$ cat src/rtl/led_fader.sv
// ---------------------------------------------------------------------------
// led_fader
//
// Multi-channel LED driver. Each channel is independently off, on, blinking
// or breathing (triangle PWM fade). A single free-running phase counter sets
// the PWM period for every channel. Mode and step inputs are only looked at
// on the last clock of a PWM period, so a channel never changes behaviour in
// the middle of a period.
//
// Ports
//   i_clk     clock
//   i_rst     synchronous reset, active high
//   i_mode    per-channel mode, channel n at [2n+1:2n]
//             00 off, 01 on, 10 blink, 11 breathe
//   i_step    per-channel breathe increment per PWM period,
//             channel n at [P_STEP_BITS*n +: P_STEP_BITS]
//   o_led     registered LED drive, one bit per channel
//   o_period  high for the last cycle of every PWM period
//
// Per-channel FSM
//   state        | meaning
//   -------------+-------------------------------------------------
//   S_OFF        | LED dark
//   S_ON         | LED fully lit (100 % duty)
//   S_BLINK_ON   | blink, lit half-cycle
//   S_BLINK_OFF  | blink, dark half-cycle
//   S_RAMP_UP    | breathe, level rising by step each period
//   S_RAMP_DOWN  | breathe, level falling by step each period
// ---------------------------------------------------------------------------
module led_fader #(
    parameter int P_CHANNELS      = 3,
    parameter int P_PWM_BITS      = 8,
    parameter int P_STEP_BITS     = 4,
    parameter int P_BLINK_PERIODS = 64
) (
    input  logic                              i_clk,
    input  logic                              i_rst,
    input  logic [2*P_CHANNELS-1:0]           i_mode,
    input  logic [P_STEP_BITS*P_CHANNELS-1:0] i_step,
    output logic [P_CHANNELS-1:0]             o_led,
    output logic                              o_period
);

    // Breathe arithmetic is done one bit wider than the level (and never
    // narrower than the step plus one bit) so a sum can never wrap.
    localparam int AW = (P_STEP_BITS + 1 > P_PWM_BITS + 1) ? P_STEP_BITS + 1 : P_PWM_BITS + 1;
    localparam int BW = (P_BLINK_PERIODS > 1) ? $clog2(P_BLINK_PERIODS) : 1;

    localparam logic [P_PWM_BITS-1:0] PHASE_MAX   = '1;
    localparam logic [P_PWM_BITS-1:0] PHASE_ONE   = P_PWM_BITS'(1);
    localparam logic [AW-1:0]         LEVEL_MAX_X = AW'({P_PWM_BITS{1'b1}});
    localparam logic [AW-1:0]         STEP_ZERO_X = '0;
    localparam logic [BW-1:0]         BLINK_LAST  = BW'(P_BLINK_PERIODS - 1);
    localparam logic [BW-1:0]         BLINK_ONE   = BW'(1);

    typedef enum logic [2:0] {
        S_OFF       = 3'd0,
        S_ON        = 3'd1,
        S_BLINK_ON  = 3'd2,
        S_BLINK_OFF = 3'd3,
        S_RAMP_UP   = 3'd4,
        S_RAMP_DOWN = 3'd5
    } state_t;

    // Mode encoding that a state belongs to; a boundary only restarts a
    // channel when the sampled mode leaves this group.
    function automatic logic [1:0] group_of(input state_t s);
        logic [1:0] g;
        g = 2'b00;
        case (s)
            S_OFF:                    g = 2'b00;
            S_ON:                     g = 2'b01;
            S_BLINK_ON, S_BLINK_OFF:  g = 2'b10;
            S_RAMP_UP, S_RAMP_DOWN:   g = 2'b11;
            default:                  g = 2'b00;
        endcase
        return g;
    endfunction

    // -----------------------------------------------------------------------
    // Shared phase counter
    // -----------------------------------------------------------------------
    logic [P_PWM_BITS-1:0] phase_q;
    logic [P_PWM_BITS-1:0] phase_d;
    logic                  boundary;

    assign boundary = (phase_q == PHASE_MAX);
    assign phase_d  = phase_q + PHASE_ONE;
    assign o_period = boundary;

    always_ff @(posedge i_clk) begin
        if (i_rst) begin
            phase_q <= '0;
        end else begin
            phase_q <= phase_d;
        end
    end

    // -----------------------------------------------------------------------
    // Per-channel state machines
    // -----------------------------------------------------------------------
    for (genvar g = 0; g < P_CHANNELS; g++) begin : g_ch
        state_t                state_q;
        state_t                state_d;
        logic [P_PWM_BITS-1:0] level_q;
        logic [P_PWM_BITS-1:0] level_d;
        logic [BW-1:0]         blink_q;
        logic [BW-1:0]         blink_d;
        logic                  led_q;
        logic                  led_d;
        logic [1:0]            mode_s;
        logic [AW-1:0]         step_x;
        logic [AW-1:0]         level_x;
        logic [AW-1:0]         sum_x;
        logic [AW-1:0]         diff_x;

        assign mode_s  = i_mode[2*g +: 2];
        assign step_x  = AW'(i_step[P_STEP_BITS*g +: P_STEP_BITS]);
        assign level_x = AW'(level_q);
        assign sum_x   = level_x + step_x;
        assign diff_x  = level_x - step_x;

        always_ff @(posedge i_clk) begin
            if (i_rst) begin
                state_q <= S_OFF;
                level_q <= '0;
                blink_q <= '0;
                led_q   <= 1'b0;
            end else begin
                state_q <= state_d;
                level_q <= level_d;
                blink_q <= blink_d;
                led_q   <= led_d;
            end
        end

        always_comb begin
            state_d = state_q;
            level_d = level_q;
            blink_d = blink_q;
            led_d   = 1'b0;

            if (boundary) begin
                if (mode_s != group_of(state_q)) begin
                    case (mode_s)
                        2'b00: state_d = S_OFF;
                        2'b01: state_d = S_ON;
                        2'b10: begin
                            state_d = S_BLINK_ON;
                            blink_d = '0;
                        end
                        default: begin
                            state_d = S_RAMP_UP;
                            level_d = '0;
                        end
                    endcase
                end else begin
                    case (state_q)
                        S_BLINK_ON, S_BLINK_OFF: begin
                            if (blink_q == BLINK_LAST) begin
                                blink_d = '0;
                                state_d = (state_q == S_BLINK_ON) ? S_BLINK_OFF : S_BLINK_ON;
                            end else begin
                                blink_d = blink_q + BLINK_ONE;
                            end
                        end
                        // Direction reverses in the period the level lands on
                        // an end stop, so the peak and the trough each last a
                        // single period. A zero step freezes the fade entirely.
                        S_RAMP_UP: begin
                            if (step_x != STEP_ZERO_X) begin
                                if (sum_x >= LEVEL_MAX_X) begin
                                    level_d = PHASE_MAX;
                                    state_d = S_RAMP_DOWN;
                                end else begin
                                    level_d = sum_x[P_PWM_BITS-1:0];
                                end
                            end
                        end
                        S_RAMP_DOWN: begin
                            if (step_x != STEP_ZERO_X) begin
                                if (step_x >= level_x) begin
                                    level_d = '0;
                                    state_d = S_RAMP_UP;
                                end else begin
                                    level_d = diff_x[P_PWM_BITS-1:0];
                                end
                            end
                        end
                        S_OFF, S_ON: begin
                            state_d = state_q;
                        end
                        default: begin
                            state_d = S_OFF;
                        end
                    endcase
                end
            end

            // The output register holds the value for the phase that follows,
            // so it is computed from the next state, level and phase.
            case (state_d)
                S_ON, S_BLINK_ON:       led_d = 1'b1;
                S_RAMP_UP, S_RAMP_DOWN: led_d = (level_d > phase_d);
                default:                led_d = 1'b0;
            endcase
        end

        assign o_led[g] = led_q;
    end

endmodule
$ cat config.mk
export PLATFORM = sky130hd
export DESIGN_NAME = led_fader
export DESIGN_NICKNAME = d
export VERILOG_FILES = /design/src/rtl/led_fader.sv
export SDC_FILE = /design/constraint.sdc
export NUM_CORES = 1
export LEC_CHECK = 0
export ABC_CLOCK_PERIOD_IN_PS = 5900
export CELL_PAD_IN_SITES_DETAIL_PLACEMENT = 0
export CELL_PAD_IN_SITES_GLOBAL_PLACEMENT = 1
export CORE_MARGIN = 2
export CORE_UTILIZATION = 46
export CTS_BUF_LIST = sky130_fd_sc_hd__clkbuf_4 sky130_fd_sc_hd__clkbuf_8 sky130_fd_sc_hd__clkbuf_16
export DETAILED_ROUTE_END_ITERATION = 12
export HOLD_SLACK_MARGIN = 0.1
export PLACE_DENSITY = 0.8
export SLEW_MARGIN = 15
export SYNTH_ARGS = -nofsm -noshare
export SYNTH_HDL_FRONTEND = slang
export SYNTH_SLANG_ARGS = --single-unit
$ cat constraint.sdc
create_clock -name i_clk -period 5.9 [get_ports i_clk]
set_clock_uncertainty 0.1 [all_clocks]
set_input_delay 1.18 -clock i_clk [delete_from_list [all_inputs] [get_ports i_clk]]
set_output_delay 1.18 -clock i_clk [all_outputs]
set_load 0.05 [all_outputs]
==> results of run 1 <==
synth_stat cells (all sizes together) (7+ instances only):
cell type / instances
buf: 27
nor2b: 16
nor2: 80
or4: 9
dfxtp: 62
xor2: 8
a21o: 8
or3: 10
clkbuf: 25
nor3: 24
o221ai: 7
xnor2: 16
inv: 45
nand2b: 17
nand3: 35
nand4: 18
nor4: 14
o211ai: 9
nor3b: 7
o21ai: 59
nand2: 72
a211oi: 9
and3: 20
a21oi: 78
o22ai: 9
o21a: 11
and2: 11
ha: 52
a31oi: 10
flip-flops by register name, summed over array words and instances (netlist names):
register and flops:
g_ch.blink_q 18, g_ch.led_q 3, g_ch.level_q 24, g_ch.state_q 9
phase_q 8
worst reg2reg max path: cells and delay by family (launching register included):
family                   cells  cell delay [ps]
AND/OR/NAND/NOR              8             1380
AO/OA/AOI/OAI                5             1250
adder cells (fa/ha/maj)      3              910
flip-flops                   1              410
buffers and inverters        1               60
path summary, 6_finish.rpt:
kind	start	endpoint	cells after the start
max	i_step[0]	g_ch[0].led_q	18
min	g_ch[1].blink_q[1]	g_ch[1].blink_q[1]	2
max reg2reg	g_ch[0].level_q[0]	g_ch[0].led_q	17
min reg2reg	g_ch[1].blink_q[1]	g_ch[1].blink_q[1]	2
kinds of logic after synthesis:
| kind of cell | Yosys count |
|---|---|
| buffers and inverters | 97 |
| AOI/OAI and AO/OA | 266 |
| muxes | 5 |
| xor gates and xnor gates | 24 |
| and+or+nand+nor | 349 |
| adders and majority gates | 58 |
| DFF | 62 |
per-stage QoR:
step / total power [mW] / hold slack [ps] / instances / setup WS [ps]
floorplan: 0.502 / 337 / 861 / 1360
global placement: 0.538 / 355 / 1014 / 574
detailed placement: 0.541 / 364 / 1014 / 452
CTS: 1.13 / 372 / 1030 / 768
global route: 1.16 / 394 / 1030 / 430
finish: 1.12 / 369 / 1030 / 709
layer usage:
metal  wire length [microns]  vias to the layer above  share of wire, %
met1                    8210                     3047                47
met5                       0                        -                 0
met3                     951                       12               5.5
met2                    7990                      224                46
li1                        -                     3159                 -
met4                     125                        0              0.72
area by class of cell:
cell class                      count  share of cell area (%)
Inverter                           45                    2.47
Sequential cell                    62                    18.1
Clock buffer                       10                    3.49
Multi-Input combinational cell    702                    67.4
Tap cell                          176                    3.22
Timing Repair Buffer               29                    3.95
Clock inverter                      6                    1.37
power by group through the flow:
stage | clock (mW) | combinational, mW | sequential [mW]
2_1_floorplan | 0 | 0.0707 | 0.431
3_3_place_gp | 0 | 0.107 | 0.431
3_5_place_dp | 0 | 0.110 | 0.431
4_1_cts | 0.600 | 0.111 | 0.422
5_1_grt | 0.618 | 0.123 | 0.422
6_report | 0.591 | 0.111 | 0.422
cell usage in the layout, fill, tap and decap left out, types with 16 or more instances in the layout:
cell / count
a21oi_1: 78
and3_1: 20
clkdlybuf4s50_1: 22
dfxtp_1: 62
ha_1: 52
inv_1: 44
nand2_1: 72
nand2b_1: 17
nand3_1: 35
nand4_1: 18
nor2_1: 80
nor2b_1: 16
nor3_1: 19
o21ai_0: 54
xnor2_1: 16
==> run summary, run 1 <==
CP endpoint kind -> flop
leading area contributor after synthesis -> dfxtp_1
Cell Pwr Density -> 164 nW/um^2
Die X -> 121 microns
Slew @ Worst Pin -> 942 ps
DIE AREA -> 14600 sq um
Initial DRT Pass Iterations -> 5
Area after DPL -> 6510 sq um
combinational power share -> 9.9%
post-route ant nets -> 0
# IOs -> 24
Final #Nets -> 927
# setup viols final -> 0
Internal Power -> 0.848 mW
Slew Viols, Final -> 0
Hold WC Path Type -> flop to flop
met3 Use GR -> 4.34%
Final min period -> 5190 ps
final wirelength -> 17.3 mm
sequential fraction of the synthesis area -> 19.8%
hold_buf cts -> 0
Initial DRC Count -> 535
Max Clk Rate -> 193 MHz
pin count of the biggest net entering global routing -> 58
Crit Path Category -> input pin to flop
number of diodes -> 0
relative slew slack -> 36.6%
mean post-synth cell area -> 7.29 sq um
Tot GR Track Use -> 23.9%
XOR/XNOR Fraction of Synth Area -> 3.35%
antenna violations before repair -> 0
Netlist cell types -> 76
H-Tree Level Count -> 3
share of the synthesized area in the top cell type -> 19.8%
max_cap viols -> 0
I/O Buffers -> 23
cells along the critical path -> clkdlybuf4s50_1, ha_1, inv_1, fa_1, nor3_2, nor3_1, or4_4, a41oi_2, nand2_1, a311o_1, nand2_1, ha_1, a21oi_1, nor2_1, a2111oi_0, o31ai_1, nand4_1, nand4_1
final HPWL from detailed placement -> 13.0 mm
CP bufs+invs -> 2
layout cells sized above 1 -> 5.74%
worst-skew pair later-pin latency -> 330 ps
Fillers -> 1304
P_sw -> 0.275 mW
register area -> 1240 sq um
DR vias -> 6442
post-CTS sizing -> 0
total negative slack -> 0 ps
area of the multi-input gates -> 4610 sq um
peak supply drop -> 158 uV
WL per Instance -> 16.8 microns
Hold Vio Cnt, Final -> 0
first-pass GRT wire length -> 28.9 mm
Starting Density -> 47.2%
sequential power share -> 37.6%
ys async rst share -> 0%
Critical Path Slowest Stage Cell -> or4_4
setup fix buffers added after clock tree synthesis -> 0
CTS tree -> built
Cell Area, Synth -> 6270 sq um
R2R Setup Slk -> 1680 ps
maximum root-to-sink buffer count -> 2
worst-path maximum fanout -> 5
Via density -> 6.25
RSZ-0062 raised after global routing -> no
main combinational cell family by area after synthesis -> simple AND/OR/NAND/NOR gates
vias in the first global route -> 5994
CP arrival -> 5300 ps
grt peak-use layer -> met2
Core Box Area -> 13300 sq um
met2 usage -> 40.0%
clock network fraction of design power -> 52.6%
Site Rows -> 42
drc violations -> 0
Vert. Die Dim -> 121 microns
slowest stage delay, CP -> 560 ps
Final Util -> 51.5%
Static Leak -> 2.65 nW
Gate Count Post-Synth -> 861
fin area -> 6840 sq um
CTS root buffer -> clkbuf_16
net count after synthesis -> 939
outcome -> complete, no violations
synthesized flop and latch total -> 62
total CTS buffers -> 9
GRT met1 Usage -> 32.5%
Yosys Warn Count -> 0
gp weighted congestion -> 0.881
Reg clk slew, reported paths -> 60 ps
simple-gate share of the synthesized area -> 29.2%
final worst path period share -> 88.0%
clock sink count -> 62
switching share of power -> 24.5%
adder-cell share of the synthesized area -> 12.3%
kind of cell adding the most delay to the critical path -> simple AND/OR/NAND/NOR gates
largest cells by area after synthesis -> dfxtp_1 (20%), ha_1 (10%), a21oi_1 (6.2%)
P&R area growth vs syn -> 9.07%
Synth Area in Compound Gates -> 27.9%
main flop type after synthesis -> dfxtp_1
mux contribution to synthesized area -> 0.798%
Post-synth EDFFs -> 0
crit start category -> input pin
grt total ovfl -> 0
CP required -> 6000 ps
No activity file was read; power rests on OpenSTA's default activity.
==> run 2, diff against run 1 <==
--- a/config.mk
+++ b/config.mk
@@ -14,6 +14,7 @@
 export DETAILED_ROUTE_END_ITERATION = 12
 export HOLD_SLACK_MARGIN = 0.1
 export PLACE_DENSITY = 0.8
+export REMOVE_ABC_BUFFERS = 1
 export SLEW_MARGIN = 15
 export SYNTH_ARGS = -nofsm -noshare
 export SYNTH_HDL_FRONTEND = slang
==> constraint.sdc (replaced) <==
create_clock -name i_clk -period 5.9 [get_ports i_clk]
set_clock_uncertainty 0.1 [all_clocks]
set_input_delay 1.18 -clock i_clk [delete_from_list [all_inputs] [get_ports i_clk]]
set_output_delay 1.18 -clock i_clk [all_outputs]
set_load 0.005 [all_outputs]
==> run 2 against run 1 <==
Against the previous run: worst setup slack improved by 85 ps; critical endpoint unchanged; flip-flop and latch count did not move; die area did not move; final area fell by 0.40%; sequential share of layout area rose by 0.073 points; power fell by 4.7%; worst hold slack got worse by 2.5 ps.
==> run summary, run 2 (synthesized netlist as in run 1, its figures left out) <==
outcome -> complete, no violations
setup fix buffers added after clock tree synthesis -> 0
pin count of the biggest net entering global routing -> 58
max_cap viols -> 0
hold slack -> 367 ps
H-Tree Level Count -> 3
CP required -> 6000 ps
worst-path maximum fanout -> 5
Site Rows -> 42
Slew @ Worst Pin -> 859 ps
met2 usage -> 39.7%
Area after DPL -> 6510 sq um
layout cells sized above 1 -> 5.74%
gp weighted congestion -> 0.912
final wirelength -> 17.1 mm
biggest regs -> g_ch.level_q x24, g_ch.blink_q x18, g_ch.state_q x9
Initial DRC Count -> 546
antenna violations before repair -> 0
Initial DRT Pass Iterations -> 6
total CTS buffers -> 9
final worst path period share -> 86.5%
CP arrival -> 5210 ps
CP endpoint kind -> flop
post-CTS sizing -> 0
Power, Total -> 1.07 mW
WL per Instance -> 16.6 microns
grt total ovfl -> 0
Hold Vio Cnt, Final -> 0
Reg clk slew, reported paths -> 50 ps
Cell Pwr Density -> 157 nW/um^2
# setup viols final -> 0
CTS root buffer -> clkbuf_16
Final min period -> 5110 ps
RSZ-0062 raised after global routing -> no
Slew Viols, Final -> 0
hold_buf cts -> 0
Static Leak -> 2.64 nW
peak supply drop -> 135 uV
vias in the first global route -> 6006
# IOs -> 24
Starting Density -> 47.2%
Tot GR Track Use -> 24.2%
max reg flops -> 24
Crit Path Category -> input pin to flop
maximum root-to-sink buffer count -> 2
drc violations -> 0
Biggest register -> g_ch.level_q
commonest non-fill, non-tap cell in the layout -> nor2_1
CTS tree -> built
relative slew slack -> 42.7%
grt peak-use layer -> met2
Max Clk Rate -> 196 MHz
Hold WC Path Type -> flop to flop
first-pass GRT wire length -> 28.8 mm
DR vias -> 6319
P&R area growth vs syn -> 8.63%
post-route ant nets -> 0
met3 Use GR -> 4.10%
clock sink count -> 62
Fillers -> 1318
GRT met1 Usage -> 32.7%
final HPWL from detailed placement -> 13.1 mm
worst-skew pair later-pin latency -> 330 ps
Final #Nets -> 927
Via density -> 6.13
number of diodes -> 0
fin area -> 6820 sq um
Die X -> 121 microns
I/O Buffers -> 23
DIE AREA -> 14600 sq um
total negative slack -> 0 ps
Vert. Die Dim -> 121 microns
crit start category -> input pin
most frequent cells in the layout -> nor2_1 (80), a21oi_1 (78), nand2_1 (72)
Core Box Area -> 13300 sq um
-- run 2: cell count changes in the layout (fill, tap and decap cells not counted), sizes merged --
cell and change:
clkbuf +1, clkinvlp +1, inv -1, bufinv -1
-- run 2: worst paths after layout --
path                            from                 end  slack, ps  cells past startpoint
setup / recovery           i_step[0]       g_ch[0].led_q        790                     18
hold reg to reg   g_ch[0].blink_q[2]  g_ch[0].blink_q[2]        370                      2
hold / removal    g_ch[0].blink_q[2]  g_ch[0].blink_q[2]        370                      2
setup reg to reg  g_ch[0].level_q[0]       g_ch[0].led_q       1780                     17
-- run 2: final cells by class --
type | count | area, sq um | area share (%)
Multi-Input combinational cell | 702 | 4610 | 67.6
Sequential cell | 62 | 1240 | 18.2
Timing Repair Buffer | 29 | 270 | 3.96
Clock buffer | 11 | 246 | 3.62
Tap cell | 176 | 220 | 3.23
Inverter | 45 | 169 | 2.48
Clock inverter | 5 | 58.8 | 0.863
-- run 2: worst max-delay path, cell delays in order --
cell and delay, ps:
clkdlybuf4s50_1 550, ha_1 220, inv_1 60, fa_1 450, nor3_2 220, nor3_1 120, or4_4 550, a41oi_2 240
nand2_1 120, a311o_1 290, nand2_1 80, ha_1 240, a21oi_1 140, nor2_1 60, a2111oi_0 350, o31ai_1 130
nand4_1 100, nand4_1 100
-- run 2: per-stage QoR --
step	cells	utilization, %	worst slack [ps]
2_1_floorplan	809	-	1350
3_3_place_gp	1014	49.0	574
4_1_cts	1030	51.3	834
5_1_grt	1030	51.3	417
3_5_place_dp	1014	49.0	501
6_report	1030	51.3	794
-- run 2: metal layers --
| layer | wire (microns) | up-vias | share of wire (%) |
|---|---|---|---|
| li1 | - | 3165 | - |
| met5 | 0 | - | 0 |
| met2 | 7870 | 167 | 46 |
| met4 | 273 | 0 | 1.6 |
| met1 | 8240 | 2960 | 48 |
| met3 | 756 | 27 | 4.4 |
-- run 2: report_power, final --
part	leakage, nW	switching, mW	total (mW)	internal, mW
Combinational	2.00	0.0669	0.111	0.0441
Clock	0.145	0.194	0.537	0.343
Sequential	0.500	0.00202	0.423	0.421
Total	2.64	0.263	1.07	0.808
==> run 3, diff against run 2 <==
--- a/config.mk
+++ b/config.mk
@@ -13,9 +13,10 @@
 export CTS_BUF_LIST = sky130_fd_sc_hd__clkbuf_4 sky130_fd_sc_hd__clkbuf_8 sky130_fd_sc_hd__clkbuf_16
 export DETAILED_ROUTE_END_ITERATION = 12
 export HOLD_SLACK_MARGIN = 0.1
+export MAX_ROUTING_LAYER = met4
 export PLACE_DENSITY = 0.8
 export REMOVE_ABC_BUFFERS = 1
-export SLEW_MARGIN = 15
+export SLEW_MARGIN = 40
 export SYNTH_ARGS = -nofsm -noshare
 export SYNTH_HDL_FRONTEND = slang
 export SYNTH_SLANG_ARGS = --single-unit
==> run 3 against run 2 <==
Against the previous run: critical path depth stayed put; final cell count stayed put; sequential share of layout area is 0.057 points lower; worst hold slack better by 8.8 ps; via count is 1.2% higher; clock-buffer cell count is 1 higher; power is 2.1% higher; die area stayed put; non-clock buffer count stayed put; largest cell class unchanged; largest power group unchanged; highest routed layer unchanged.
==> run summary, run 3 (synthesized netlist as in run 1, its figures left out) <==
outcome -> complete, no violations
WL per Instance -> 16.6 microns
worst reg2reg path depth -> 17
CP endpoint kind -> flop
Tot GR Track Use -> 24.6%
worst-skew pair later-pin latency -> 330 ps
I/O Buffers -> 23
Hold Vio Cnt, Final -> 0
DR vias -> 6392
CP bufs+invs -> 2
Cell Pwr Density -> 160 nW/um^2
commonest non-fill, non-tap cell in the layout -> nor2_1
first-pass GRT wire length -> 28.8 mm
vias in the first global route -> 6043
# setup viols final -> 0
peak supply drop -> 154 uV
hold_buf cts -> 0
Core Box Area -> 13300 sq um
dpl cells -> 1014
final worst path period share -> 86.4%
P&R area growth vs syn -> 8.97%
# IOs -> 24
final HPWL from detailed placement -> 13.0 mm
layout cells sized above 1 -> 5.85%
kind of cell adding the most delay to the critical path -> simple AND/OR/NAND/NOR gates
Crit Path Category -> input pin to flop
Power, Total -> 1.09 mW
max reg flops -> 24
Hold WC Path Type -> flop to flop
worst-path maximum fanout -> 5
hold depth -> 2
Initial DRC Count -> 558
cells along the critical path -> clkdlybuf4s50_1, ha_1, inv_1, fa_1, nor3_2, nor3_1, or4_4, a41oi_2, nand2_1, a311o_1, nand2_1, ha_1, a21oi_1, nor2_1, a2111oi_0, o31ai_1, nand4_1, nand4_1
hold_sp -> g_ch[0].blink_q[2]
slowest stage delay, CP -> 550 ps
CP required -> 6000 ps
Hold EP -> g_ch[0].blink_q[2]
RR Startpoint -> g_ch[0].level_q[0]
grt total ovfl -> 0
Slew Viols, Final -> 0
CTS tree -> built
Reg clk slew, reported paths -> 60 ps
total CTS buffers -> 9
total negative slack -> 0 ps
Max Clk Rate -> 196 MHz
H-Tree Level Count -> 3
post-route ant nets -> 0
antenna violations before repair -> 0
fin cells -> 1030
relative slew slack -> 46.1%
biggest regs -> g_ch.level_q x24, g_ch.blink_q x18, g_ch.state_q x9
Die X -> 121 microns
Critical Path Slowest Stage Cell -> or4_4
clock sink count -> 62
maximum root-to-sink buffer count -> 2
pin count of the biggest net entering global routing -> 58
Via density -> 6.21
Final min period -> 5100 ps
CP arrival -> 5190 ps
gp weighted congestion -> 0.938
R2R Setup Slk -> 1820 ps
crit start category -> input pin
most frequent cells in the layout -> nor2_1 (80), a21oi_1 (78), nand2_1 (72)
Final #Nets -> 927
Vert. Die Dim -> 121 microns
post-CTS sizing -> 0
Biggest register -> g_ch.level_q
pre-CTS setup slack -> 505 ps
setup fix buffers added after clock tree synthesis -> 0
final wirelength -> 17.1 mm
RSZ-0062 raised after global routing -> no
Final WS setup -> 804 ps
max_cap viols -> 0
CTS root buffer -> clkbuf_16
DIE AREA -> 14600 sq um
Area after DPL -> 6510 sq um
drc violations -> 0
FF-to-FF End -> g_ch[0].led_q
Starting Density -> 47.2%
number of diodes -> 0
Static Leak -> 2.65 nW
fin area -> 6840 sq um
Initial DRT Pass Iterations -> 5
Site Rows -> 42
Slew @ Worst Pin -> 801 ps
-- run 3: worst max-delay path by stage --
| stage | startpoint | slack, ps | cells past startpoint | to |
|---|---|---|---|---|
| global route | i_step[8] | 350 | 19 | g_ch[2].led_q |
| finish | i_step[0] | 800 | 18 | g_ch[0].led_q |
| detailed placement | i_step[0] | 500 | 18 | g_ch[0].led_q |
| global placement | i_step[0] | 580 | 18 | g_ch[0].led_q |
| CTS | i_step[0] | 810 | 18 | g_ch[0].led_q |
| floorplan | i_step[0] | 1350 | 17 | g_ch[0].led_q |
-- run 3: cell type report --
cell class,instances,area (sq um)
fill,1304,6460
multi-input combinational,702,4620
sequential,62,1240
timing repair buffer,29,270
clock buffer,12,267
tap,176,220
inverter,45,169
clock inverter,4,53.8
-- run 3: report_power, final --
group	internal [mW]	leakage (nW)	switching [mW]	total, mW
Combinational	0.0441	2.00	0.0668	0.111
Clock	0.362	0.151	0.197	0.559
Sequential	0.421	0.500	0.00182	0.422
-- run 3: routing by layer --
layer | track usage, % | vias to the layer above | part of all wire [%]
met1 | 32.0 | 3022 | 48
met3 | 3.68 | 17 | 4.8
li1 | - | 3169 | -
met4 | 5.60 | 0 | 1.1
met5 | - | - | 0
met2 | 40.5 | 184 | 46
-- run 3: worst register-to-register path: cells and delay by family, from the launching register on --
family                   cells  cell delay, ps
AO/OA/AOI/OAI                5            1150
flip-flops                   1             390
adder cells (fa/ha/maj)      3             920
buffers and inverters        1              60
AND/OR/NAND/NOR              8            1340
-- run 3: stage by stage --
stage / hold WS [ps] / util (%)
finish: 376 / 51.4
global route: 402 / 51.4
CTS: 377 / 51.4
detailed placement: 368 / 49.0
global placement: 354 / 49.0
floorplan: 337 / -
